===== config.mk =====
export PLATFORM = sky130hd
export DESIGN_NAME = logic_unit_pipe
export DESIGN_NICKNAME = d
export VERILOG_FILES = /design/src/rtl/logic_unit_pipe.sv
export SDC_FILE = /design/constraint.sdc
export NUM_CORES = 1
export LEC_CHECK = 0
export BUFFER_PORTS_ARGS = -buffer_cell sky130_fd_sc_hd__buf_2
export CAP_MARGIN = 30
export CORE_MARGIN = 2
export CORE_UTILIZATION = 58
export CTS_BUF_LIST = sky130_fd_sc_hd__clkbuf_8
export DETAILED_ROUTE_END_ITERATION = 10
export PLACE_DENSITY_LB_ADDON = 0.05
export REMOVE_ABC_BUFFERS = 1
export SYNTH_ARGS = -nofsm -noshare
export SYNTH_HDL_FRONTEND = slang
export SYNTH_SLANG_ARGS = --single-unit

===== constraint.sdc =====
create_clock -name clk_i -period 4.04 [get_ports clk_i]
set_input_delay 0 -clock clk_i [delete_from_list [all_inputs] [get_ports clk_i]]
set_output_delay 0 -clock clk_i [all_outputs]
set_load 0.03 [all_outputs]

===== src/rtl/logic_unit_pipe.sv =====
// Pipelined bitwise logic unit with a stateful accumulator and a 2-entry
// in-order result buffer behind a valid/ready handshake on both sides.
module logic_unit_pipe #(
  parameter int unsigned           WIDTH   = 32,
  parameter logic [WIDTH-1:0]      ACC_RST = '0
) (
  input  logic             clk_i,
  input  logic             rst_ni,
  input  logic             valid_i,
  output logic             ready_o,
  input  logic [2:0]       op_i,
  input  logic [WIDTH-1:0] rs1_i,
  input  logic [WIDTH-1:0] rs2_i,
  output logic             valid_o,
  input  logic             ready_i,
  output logic [WIDTH-1:0] rd_o,
  output logic             zero_o,
  output logic [WIDTH-1:0] acc_o
);

  typedef enum logic [1:0] {
    EMPTY = 2'd0,
    ONE   = 2'd1,
    TWO   = 2'd2
  } buf_state_t;

  buf_state_t       state_q, state_d;
  logic [WIDTH-1:0] head_q, head_d;
  logic [WIDTH-1:0] tail_q, tail_d;
  logic [WIDTH-1:0] acc_q, acc_d;
  logic [WIDTH-1:0] res;
  logic             accept;
  logic             deliver;

  // Handshake flags depend only on registered state, never on ready_i/valid_i.
  assign ready_o = (state_q != TWO);
  assign valid_o = (state_q != EMPTY);
  assign accept  = valid_i & ready_o;
  assign deliver = valid_o & ready_i;

  assign rd_o   = head_q;
  assign zero_o = valid_o & (head_q == '0);
  assign acc_o  = acc_q;

  always_comb begin
    res = '0;
    case (op_i)
      3'b000:  res = rs1_i & rs2_i;
      3'b001:  res = rs1_i | rs2_i;
      3'b010:  res = rs1_i ^ rs2_i;
      3'b011:  res = rs1_i & ~rs2_i;
      3'b100:  res = acc_q & rs1_i;
      3'b101:  res = acc_q | rs1_i;
      3'b110:  res = acc_q ^ rs1_i;
      default: res = rs1_i;
    endcase
  end

  always_comb begin
    state_d = state_q;
    head_d  = head_q;
    tail_d  = tail_q;
    acc_d   = (accept && op_i[2]) ? res : acc_q;
    case (state_q)
      EMPTY: begin
        if (accept) begin
          head_d  = res;
          state_d = ONE;
        end
      end
      ONE: begin
        if (accept && deliver) begin
          head_d = res;
        end else if (accept) begin
          tail_d  = res;
          state_d = TWO;
        end else if (deliver) begin
          state_d = EMPTY;
        end
      end
      TWO: begin
        // Tail is promoted straight to the head so a valid head never bubbles.
        if (deliver) begin
          head_d  = tail_q;
          state_d = ONE;
        end
      end
      default: state_d = EMPTY;
    endcase
  end

  always_ff @(posedge clk_i) begin
    if (!rst_ni) begin
      state_q <= EMPTY;
      head_q  <= '0;
      tail_q  <= '0;
      acc_q   <= ACC_RST;
    end else begin
      state_q <= state_d;
      head_q  <= head_d;
      tail_q  <= tail_d;
      acc_q   <= acc_d;
    end
  end

endmodule


==> reports/qor.yml <==
status: "complete, no violations"
power-per-cell-area_mw_per_mm2: 353.6
port_buffers: 137
post-route-min-period_ns: 2.254
gp_congestion: 0.7766
timing.hold.worst.start: "rs2_i[27]"
timing.slew.headroom: 0.5196
synthSimpleGateAreaFrac: 0.2339
die_width_um: 105.3
clk_transition_reported_paths_ns: 0.09
detailedPlace.worstSlack_ns: 1.819
grt_overall_usage: 0.2967
peakVddDrop_uv: 178.3
first_global_vias: 5598
routed_wire_length_per_instance_um: 18.32
crit_arrival_ns: 2.52
final_layout_size_suffix_gt1_frac: 0.3006
worstPathBufferInverterCount: 2
timing.hold.worst.class: "in -> reg"
rsz0062_at_grt: "false"
clk-insertion-delay-late_ns: 0.36
ys_warn_count: 0
maximum_number_of_pins_on_one_net_before_global_route_repair: 99
setup.worst_path.end_class: "register"
p_int_w: 0.001621
switching_share: 0.3259
ys_types: 40
crit_path_start_kind: "register"
design.die.area_mm2: 0.01109
core.rowCount: 36
finish.net_count: 841
avgSynthCellArea_um2: 8.782
detail-route-antenna-nets: 0
cts.sinks: 98
io-pin-count: 138
p_leak_nw: 2.568
fin_crit_sh: 0.5580
number_of_hold_violations_in_the_final_report: 0
combinationalPowerShare: 0.262
fin_skew_ns: 0.008588
final.setup.tns_ns: 0
routed-via-count: 5964
timing.critical_path.cells: "and4bb_2, buf_4, nand2_1, buf_4, o32ai_1"
post_cts.repair.setup_buffers: 0
vias_per_cell: 6.568
first_pass_grt_wire_length_mm: 27.30
num_antenna_cells: 0
maxSlewViolCount: 0
cp_data_required_time_ns: 4.30
max_cap_viol_count: 0
grt_antenna_before_repair: 0
sequential_fraction_of_the_synthesis_area: 0.3295
xor_xnor_portion_of_the_synthesized_cell_area: 0
reg2reg_from: "state_q[0]$_SDFFE_PN0P_"
cts_tree: "yes"
cts.htree.levels: 3
critical-path-max-stage-delay_ns: 0.49
share_seq_of_total_power: 0.452
slowest_stage: "dfxtp_1"
detailedPlacementHpwl_mm: 10.58
critical-path-top-cell-by-count: "buf_4"
core-area_mm2: 0.009864
max_clock_freq_ghz: 0.4436
postCtsResizedCells: 0
worstSetupPathType: "reg -> reg"
dominant_combinational_cell_family_by_area_after_synthesis: "compound AO/OA/AOI/OAI gates"
synth_compound_gate_area_share: 0.3064
clockBufferDepth: 2
setup_violations: 0
area_share_of_fa_ha_maj_cells_after_synthesis: 0
numCtsBuffers: 9
routed_wirelength_mm: 16.64
initial_core_utilization: 0.6036
die_height_um: 105.3
tightestPinTransition_ns: 0.7206
power_frac_clock: 0.287
drt_pass_1_iters: 5
post_synth_inst_count: 678
detailedRoute.firstIterationViolations: 450
mappedNetlistArea_mm2: 0.005954
ys_ff_latch: 98
grt-ovfl-total: 0
cp-startpoint: "state_q[0]$_SDFFE_PN0P_"
ctsRootBufferMaster: "clkbuf_8"
netSwitchingPower_w: 0.0007834
post-route-worst-setup-slack_ns: 1.786
worstPathMaxFanout: 34
synthesis_to_finish_area_growth_pct: 14.18
synthMuxAreaShare: 0.06220
drcViolationCount: 0
critPathTopFamily: "buffers and inverters"
-- Yosys cell counts --
master	number	area share
nor4_1	8	0.0084
a31oi_2	1	0.0021
buf_6	7	0.013
a22o_1	32	0.047
inv_1	2	0.0013
nor2b_2	1	0.0015
dfxtp_1	98	0.33
buf_8	2	0.0050
clkbuf_2	1	0.00084
nand3_1	1	0.00084
nand2_2	1	0.0011
o221ai_1	2	0.0029
nor3_1	1	0.00084
mux2i_1	1	0.0017
or3_1	32	0.034
or2_2	33	0.035
nor3b_1	1	0.0013
o21ai_0	32	0.027
buf_4	5	0.0063
nand3b_1	1	0.0013
nand4b_1	32	0.047
o32ai_1	32	0.047
and4bb_2	1	0.0021
nand4_1	33	0.035
nor2_1	36	0.023
buf_2	19	0.016
a21oi_1	33	0.028
nor3_2	1	0.0017
o21ai_2	1	0.0015
buf_12	1	0.0034
mux2_1	28	0.053
nand2_1	67	0.042
o21a_1	32	0.040
o221ai_2	30	0.076
clkbuf_1	28	0.018
buf_1	3	0.0019
a31oi_1	32	0.034
o22a_1	1	0.0015
clkbuf_4	2	0.0025
mux2_2	4	0.0076
-- worst min-delay path: cells and delay by family --
family / cells / cell delay, ns
AND/OR/NAND/NOR: 1 / 0.11
AO/OA/AOI/OAI: 2 / 0.18
buffers and inverters: 1 / 0.08
-- flip-flops by register name (all words and copies together) (netlist names) --
name,cells
rd_o,32
state_q,2
acc_o,32
tail_q,32
-- cell usage in the layout, fill, tap and decap left out, types with 4 or more instances in the layout --
master      n
a21oi_1    33
a22o_1     32
a31oi_1    32
buf_2     135
buf_4      10
clkbuf_8   10
dfxtp_1    98
inv_1       6
mux2_1     28
mux2_2      4
nand2_1    67
nand4_1    33
nand4b_1   32
nor2_1     36
nor4_1      8
o21a_1     32
o21ai_0    32
o221ai_2   30
o32ai_1    32
or2_2      33
or3_1      32
-- power by group through the flow --
stage	Sequential [W]	Combinational, W	Clock [W]
floorplan	0.00120	0.000277	0
global placement	0.00110	0.000594	0
detailed placement	0.00111	0.000621	0
CTS	0.00108	0.000624	0.000690
global route	0.00109	0.000681	0.000739
finish	0.00109	0.000629	0.000689
-- metrics by stage --
stage / std cells / utilization / total power, W / hold slack (ns) / instance area (um2)
floorplan: 610 / - / 0.001473 / 0.1383 / 5557
global placement: 888 / 0.6591 / 0.001697 / 0.3498 / 6501
detailed placement: 890 / 0.6639 / 0.001727 / 0.3521 / 6549
CTS: 907 / 0.6865 / 0.002399 / 0.05477 / 6771
global route: 908 / 0.6892 / 0.002513 / 0.07069 / 6799
finish: 908 / 0.6892 / 0.002404 / 0.06279 / 6799
-- layout make-up --
| type | count | area [um2] |
|---|---|---|
| multi-input cells | 510 | 3615 |
| fillers | 843 | 3065 |
| flip-flops and latches | 98 | 1962 |
| repair buffers | 149 | 835.8 |
| well taps | 133 | 166.4 |
| clock buffers | 10 | 137.6 |
| clock inverters | 6 | 75.07 |
| inverters | 2 | 7.507 |
-- cells by family (layout without fill, tap and decap cells) --
family / after synthesis / after routing
and+or+nand+nor: 249 / 249
buffers and inverters: 70 / 167
DFF: 98 / 98
muxes: 33 / 33
AOI/OAI and AO/OA: 228 / 228
-- path summary, 6_finish.rpt --
check,slack (ns),cells after the start,end
worst min register to register,0.47,2,rd_o[21]$_SDFFE_PN0P_
worst max-delay path,1.79,5,tail_q[0]$_SDFFE_PN0P_
worst min-delay path,0.06,4,tail_q[27]$_SDFFE_PN0P_
worst max register to register,1.79,5,tail_q[0]$_SDFFE_PN0P_
-- timing repair --
action / 4_1_cts / 5_1_grt
setup endpoints to repair: 0 / 0
hold buffers: 1 / 0
endpoints found under the hold margin: 1 / 0
-- layer usage --
layer / share of wire / vias to the layer above / GRT usage
li1: - / 2825 / -
met1: 0.44 / 2897 / 0.3919
met2: 0.48 / 217 / 0.4991
met3: 0.065 / 25 / 0.03711
met4: 0.015 / 0 / 0.1019
met5: 0 / - / 0
(Power assumes the default switching activity.)
